**src/rtl/pid_loop_pkg.sv**
```systemverilog
// Shared definitions for the PI loop sequencer: FSM encoding and timing constants.
package pid_loop_pkg;

    typedef enum logic [2:0] {
        ST_IDLE      = 3'd0,
        ST_WAIT_TICK = 3'd1,
        ST_ADC_START = 3'd2,
        ST_ADC_WAIT  = 3'd3,
        ST_HANDOFF   = 3'd4,
        ST_PID_WAIT  = 3'd5,
        ST_CAPTURE   = 3'd6,
        ST_FAULT     = 3'd7
    } pid_state_e;

    localparam int MIN_PERIOD_DEFAULT = 32;
    // adc_complete must stay high this many cycles for the datapath's 2-FF synchroniser
    localparam int HANDOFF_LEN = 2;

endpackage

```
**src/rtl/pid_target_ramp.sv**
```systemverilog
// Soft-start setpoint: steps toward target_final by STEP per request, clamping on arrival.
module pid_target_ramp #(
    parameter int W    = 26,
    parameter int STEP = 1
) (
    input  logic                clk,
    input  logic                rst_n,
    input  logic                clear,
    input  logic                step,
    input  logic signed [W-1:0] target_final,
    output logic signed [W-1:0] target
);

    localparam logic signed [W:0] STEP_W = (W + 1)'(STEP);

    // one extra bit so the distance to the final value cannot overflow
    logic signed [W:0] diff;

    always_comb begin
        diff = {target_final[W-1], target_final} - {target[W-1], target};
    end

    always_ff @(posedge clk or negedge rst_n) begin
        if (!rst_n) begin
            target <= '0;
        end else if (clear) begin
            target <= '0;
        end else if (step) begin
            if (diff > STEP_W) begin
                target <= target + W'(STEP);
            end else if (diff < -STEP_W) begin
                target <= target - W'(STEP);
            end else begin
                target <= target_final;
            end
        end
    end

endmodule

```
**src/rtl/pid_loop_sequencer.sv**
```systemverilog
// Paces ADC conversions, hands samples to the PI datapath, captures duty, ramps the setpoint.
module pid_loop_sequencer
    import pid_loop_pkg::*;
#(
    parameter int INPUT_BIT_WIDTH     = 12,
    parameter int PARAMETER_BIT_WIDTH = 26,
    parameter int PERIOD_BIT_WIDTH    = 21,
    parameter int PID_LATENCY         = 16,
    parameter int ADC_TIMEOUT         = 1000,
    parameter int RAMP_STEP           = 1,
    parameter int MIN_PERIOD          = MIN_PERIOD_DEFAULT
) (
    input  logic                                  clk,
    input  logic                                  rst_n,
    input  logic                                  enable,
    input  logic        [PERIOD_BIT_WIDTH-1:0]    period,
    input  logic signed [PARAMETER_BIT_WIDTH-1:0] target_final,
    output logic                                  adc_start,
    input  logic                                  adc_done,
    input  logic        [INPUT_BIT_WIDTH-1:0]     adc_data,
    output logic        [INPUT_BIT_WIDTH-1:0]     sample,
    output logic                                  adc_complete,
    output logic signed [PARAMETER_BIT_WIDTH-1:0] target,
    input  logic signed [PARAMETER_BIT_WIDTH-1:0] pid_out,
    output logic signed [PARAMETER_BIT_WIDTH-1:0] duty,
    output logic                                  duty_valid,
    output logic                                  fault,
    output logic        [7:0]                     overrun_cnt,
    output logic                                  busy,
    output pid_state_e                            state_dbg
);

    localparam int LW = $clog2(PID_LATENCY + 1);
    localparam int TW = $clog2(ADC_TIMEOUT + 1);
    localparam logic [PERIOD_BIT_WIDTH-1:0] P_MIN   = PERIOD_BIT_WIDTH'(MIN_PERIOD);
    localparam logic [LW-1:0]               HO_LAST  = LW'(HANDOFF_LEN - 1);
    localparam logic [LW-1:0]               LAT_LAST = LW'(PID_LATENCY - 1);
    localparam logic [TW-1:0]               TO_LAST  = TW'(ADC_TIMEOUT - 1);

    pid_state_e                  state, state_next;
    logic [PERIOD_BIT_WIDTH-1:0] per_cnt, per_len, floor_period;
    logic [LW-1:0]               lat_cnt;
    logic [TW-1:0]               to_cnt;
    logic                        tick, load_sample, do_capture, enter_fault;

    assign floor_period = (period < P_MIN) ? P_MIN : period;
    assign tick         = enable && (per_cnt == per_len - PERIOD_BIT_WIDTH'(1));

    // Period is re-latched at every wrap and continuously while disabled.
    always_ff @(posedge clk or negedge rst_n) begin
        if (!rst_n) begin
            per_cnt <= '0;
            per_len <= P_MIN;
        end else if (!enable || tick) begin
            per_cnt <= '0;
            per_len <= floor_period;
        end else begin
            per_cnt <= per_cnt + PERIOD_BIT_WIDTH'(1);
        end
    end

    always_ff @(posedge clk or negedge rst_n) begin
        if (!rst_n) state <= ST_IDLE;
        else        state <= state_next;
    end

    // ADC handshake: adc_start is a one-cycle request; the converter answers later with a
    // one-cycle adc_done carrying adc_data, which is only honoured while in ADC_WAIT.
    always_comb begin
        state_next  = state;
        load_sample = 1'b0;
        do_capture  = 1'b0;
        enter_fault = 1'b0;
        if (!enable) begin
            state_next = ST_IDLE;
        end else begin
            case (state)
                ST_IDLE:      state_next = ST_WAIT_TICK;
                ST_WAIT_TICK: if (tick) state_next = ST_ADC_START;
                ST_ADC_START: state_next = ST_ADC_WAIT;
                ST_ADC_WAIT: begin
                    if (adc_done) begin
                        load_sample = 1'b1;
                        state_next  = ST_HANDOFF;
                    end else if (to_cnt == TO_LAST) begin
                        enter_fault = 1'b1;
                        state_next  = ST_FAULT;
                    end
                end
                ST_HANDOFF:   if (lat_cnt == HO_LAST) state_next = ST_PID_WAIT;
                ST_PID_WAIT:  if (lat_cnt == LAT_LAST) state_next = ST_CAPTURE;
                ST_CAPTURE: begin
                    do_capture = 1'b1;
                    state_next = ST_WAIT_TICK;
                end
                ST_FAULT:     state_next = ST_FAULT;
                default:      state_next = ST_IDLE;
            endcase
        end
    end

    // to_cnt counts from the adc_start cycle, so FAULT lands ADC_TIMEOUT cycles after it;
    // lat_cnt counts from the adc_complete rise and spans both HANDOFF and PID_WAIT.
    always_ff @(posedge clk or negedge rst_n) begin
        if (!rst_n) begin
            to_cnt      <= '0;
            lat_cnt     <= '0;
            sample      <= '0;
            duty        <= '0;
            duty_valid  <= 1'b0;
            overrun_cnt <= '0;
        end else begin
            duty_valid <= do_capture;
            if (state == ST_ADC_START)     to_cnt <= TW'(1);
            else if (state == ST_ADC_WAIT) to_cnt <= to_cnt + TW'(1);
            if (load_sample) begin
                lat_cnt <= '0;
                sample  <= adc_data;
            end else if (state == ST_HANDOFF || state == ST_PID_WAIT) begin
                lat_cnt <= lat_cnt + LW'(1);
            end
            if (do_capture)       duty <= pid_out[PARAMETER_BIT_WIDTH-1] ? '0 : pid_out;
            else if (enter_fault) duty <= '0;
            if (tick && state != ST_WAIT_TICK && overrun_cnt != 8'hFF)
                overrun_cnt <= overrun_cnt + 8'd1;
        end
    end

    assign adc_start    = (state == ST_ADC_START);
    assign adc_complete = (state == ST_HANDOFF) && enable;
    assign fault        = (state == ST_FAULT);
    assign busy         = (state != ST_IDLE) && (state != ST_WAIT_TICK);
    assign state_dbg    = state;

    pid_target_ramp #(
        .W    (PARAMETER_BIT_WIDTH),
        .STEP (RAMP_STEP)
    ) u_ramp (
        .clk          (clk),
        .rst_n        (rst_n),
        .clear        (!enable),
        .step         (do_capture),
        .target_final (target_final),
        .target       (target)
    );

endmodule

```
**config.mk**
```make
export PLATFORM = sky130hd
export DESIGN_NAME = pid_loop_sequencer
export DESIGN_NICKNAME = d
export VERILOG_FILES = /design/src/rtl/pid_loop_pkg.sv /design/src/rtl/pid_target_ramp.sv /design/src/rtl/pid_loop_sequencer.sv
export SDC_FILE = /design/constraint.sdc
export NUM_CORES = 1
export LEC_CHECK = 0
export ABC_CLOCK_PERIOD_IN_PS = 5920
export CORE_UTILIZATION = 54
export DETAILED_ROUTE_END_ITERATION = 8
export GPL_TIMING_DRIVEN = 0
export PLACE_DENSITY = 0.82
export RECOVER_POWER = 50
export SLEW_MARGIN = 20
export SYNTH_ARGS = -nofsm -noshare
export SYNTH_HDL_FRONTEND = slang
export SYNTH_SLANG_ARGS = --single-unit
```
**constraint.sdc**
```tcl
create_clock -name clk -period 5.92 [get_ports clk]
set_input_delay 0.592 -clock clk [delete_from_list [all_inputs] [get_ports clk]]
set_output_delay 0.592 -clock clk [all_outputs]
set_load 0.1 [all_outputs]
```
==> summary.txt <==
Timing
  • Crit share post-route: 85.6%
  • Relative slew slack: -62.0%
  • Endpoints failing hold: 0
  • Setup tns final: 0 ps
  • Final setup viols: 0
  • Setup ws final: 853 ps
  • Slew at the pin with the worst max-slew slack: around 2400 ps
  • Fmax: 197 MHz
  • Clock skew: roughly 10 ps
  • RSZ-0062 raised after global routing: false
  • Slew Limit Fails: 135
  • Min Tclk post-route: 5070 ps

Detailed routing
  • Detailed Routing Iterations Pass 1: 5
  • Via count: 9462
  • Final antenna-violating net count: 0
  • Drt total wl: 27800 um
  • DRC errors left: 0
  • Per-cell routed wire length: 18.3 um
  • 1st-iter DRT viols: 825
  • Via density: 6.22

Cells and area
  • Most common cell after layout, fill and taps aside: clkdlybuf4s50_1
  • Fin nets: 1407
  • Final Util: 70.2%
  • Area delta synth->final: 27.9%
  • Layout Cells excl Fill: 1521
  • Fraction of layout cells with a size suffix above 1: 7.57%
  • Commonest cells after routing, fill and taps aside: clkdlybuf4s50_1 (149), dfrtp_1 (131), nor2_1 (99)

Critical path
  • Req. time, crit path: around 6300 ps
  • Crit start category: flip-flop
  • CP endpoint kind: flip-flop
  • Crit Path Class: reg2reg
  • Crit-path max cell delay: 550 ps
  • Critical path fanouts, max: 10
  • Critical Path AT: 5400 ps
  • CP max-delay cell: o41ai_1
  • Critical-path cell list: clkinv_1 -> ha_1 -> a211oi_1 -> nor2_1 -> o41ai_1 -> nand2_1 -> a41o_1 -> a311oi_1 -> nand3_1 -> o31a_1 -> clkbuf_1 -> buf_1 -> a32oi_1 -> o2111ai_1 -> o211ai_1

Clocking
  • Hold-fix buffers, CTS: 0
  • CTS tree: done
  • # clock sinks: between 100 and 150
  • Clk slew on worst S/H paths: approximately 60 ps
  • Clock Latency Late Sink: 430 ps
  • Post-CTS setup buffer count: 0
  • Max clock buf depth: 2
  • CTS root buffer: clkbuf_16
  • Post-CTS sizing: 0
  • Total CTS buffers: 17
  • Htree depth: 4

Synthesis
  • Mapped Cells: 1095
  • Primary FF master, synth: dfrtp_1
  • EDFF count, synth: 0
  • #FFs+latches synth: 132
  • Post-synth cell types: 88
  • Sequential share of the synthesized area: 34.9%
  • Syn avg cell area: 8.65 sq um
  • Syn. warnings: 0
  • Asr flop ratio synth: 100%
  • Synthesized cell area: approximately 9500 sq um
  • Synthesized net count: 1220

Die
  • Die width: between 100 and 150 um
  • Initial core utilization: about 55%
  • Core Box Area: 17200 sq um
  • FP Rows: 48
  • Io pins: 169
  • Die H: roughly 130 um
  • Total die area: 18100 sq um

Place
  • Final RePlAce weighted congestion: ~0.95
  • Place WS: between 600 and 700 ps
  • DP Wirelength: 20300 um
  • # port buffers: 167
  • Placed insts: 1488

Power and ir drop
  • Cell leakage power: 4.99 nW
  • Peak supply drop: around 0.19 mV
  • Pwr Density: around 210 nW/um^2
  • Overall Power: 2.53 mW

Status
  • Status: finished, violations left
  • Failing checks: max-capacitance violations, max-slew violations

GRT
  • Largest net degree at the start of global routing: 98
  • Overflow after GRT: 0
  • Vias in the first global route: slightly below 9000
  • Initial antenna violation count: 1
  • First-pass GRT wire length: 44000 um
  • Tot GR Track Use: 30.8%

Flow run
  • MaxCap Viol Count: 2

Hold path
  • Worst Hold Class: reg2reg
report_power, final:
part	switching, mW	internal [mW]	leakage, nW
Clock	0.407	0.794	0.326
Sequential	0.0335	0.929	1.77
Combinational	0.209	0.159	2.90
Total	0.649	1.88	4.99
metrics by stage:
step / cell area (sq um) / hold slack [ps]
after global placement: 11400 / 481
after floorplan: 9470 / 296
after global routing: 12100 / 511
final: 12100 / 494
after detailed placement: 11500 / 475
after CTS: 12100 / 23.6
sequential cells by signal, indices dropped and copies added (netlist names):
name,cells
u_ramp.target,26
per_cnt,21
lat_cnt,5
to_cnt,10
per_len,21
duty_valid,1
overrun_cnt,8
sample,12
duty,25
state_dbg,3
area by class of cell:
class	instances	area (sq um)
flip-flops and latches	132	3300
inverters	52	195
plain buffers	56	269
multi-input cells	855	5710
well taps	225	282
clock inverters	11	196
clock buffers	21	480
diodes	1	2.50
repair buffers	168	1670
fillers	1384	5130
final timing paths:
kind / startpoint / endpoint / slack (ps) / depth (start not counted)
min in group asynchronous: rst_n / per_len[4] / 660 / 1
setup reg to reg: u_ramp.target[6] / u_ramp.target[20] / 850 / 15
setup / recovery: u_ramp.target[6] / u_ramp.target[20] / 850 / 15
hold reg to reg: overrun_cnt[7] / overrun_cnt[7] / 490 / 1
hold / removal: overrun_cnt[7] / overrun_cnt[7] / 490 / 1
max in group asynchronous: rst_n / duty[3] / 2040 / 2
routing by layer:
metal  GRT usage (%)  part of all wire [%]  wire length [um]
met1            40.5                    41             11500
met2            50.3                    48             13300
met3            4.88                   7.5              2090
met4            13.3                   3.3               909
met5               0                     0                 0
cells in the mapped netlist (all sizes together) (31+ instances only):
| cell type | count | area share, % |
|---|---|---|
| xor2 | 41 | 3.8 |
| o21ai | 60 | 3.2 |
| inv | 50 | 2.0 |
| dfrtp | 131 | 35 |
| nor2 | 100 | 4.0 |
| nand2 | 80 | 3.2 |
| nand3 | 60 | 3.2 |
| nand4 | 31 | 2.0 |
| a21oi | 61 | 3.3 |
| nor3 | 42 | 2.2 |
| ha | 35 | 4.6 |
| clkbuf | 43 | 1.7 |
| xnor2 | 48 | 4.5 |
critical path: cells and delay by family (launching register included):
family,cells,cell delay [ps]
flops,1,410
simple gates,3,670
compound gates,8,2610
fa+ha+maj,1,440
buf+inv,3,840
logic make-up (layout without fill, tap and decap cells):
group / count (synthesis) / in the layout / synth area share [%]
muxes: 36 / 36 / 4.19
adders and majority gates: 36 / 36 / 4.84
and+or+nand+nor: 403 / 403 / 21.5
AOI/OAI and AO/OA: 290 / 290 / 21.3
other: 1 / 2 / 0.0396
buffers and inverters: 108 / 308 / 4.90
DFF: 132 / 132 / 34.9
xor gates and xnor gates: 89 / 89 / 8.31
Power figures use the tool's default switching activity.
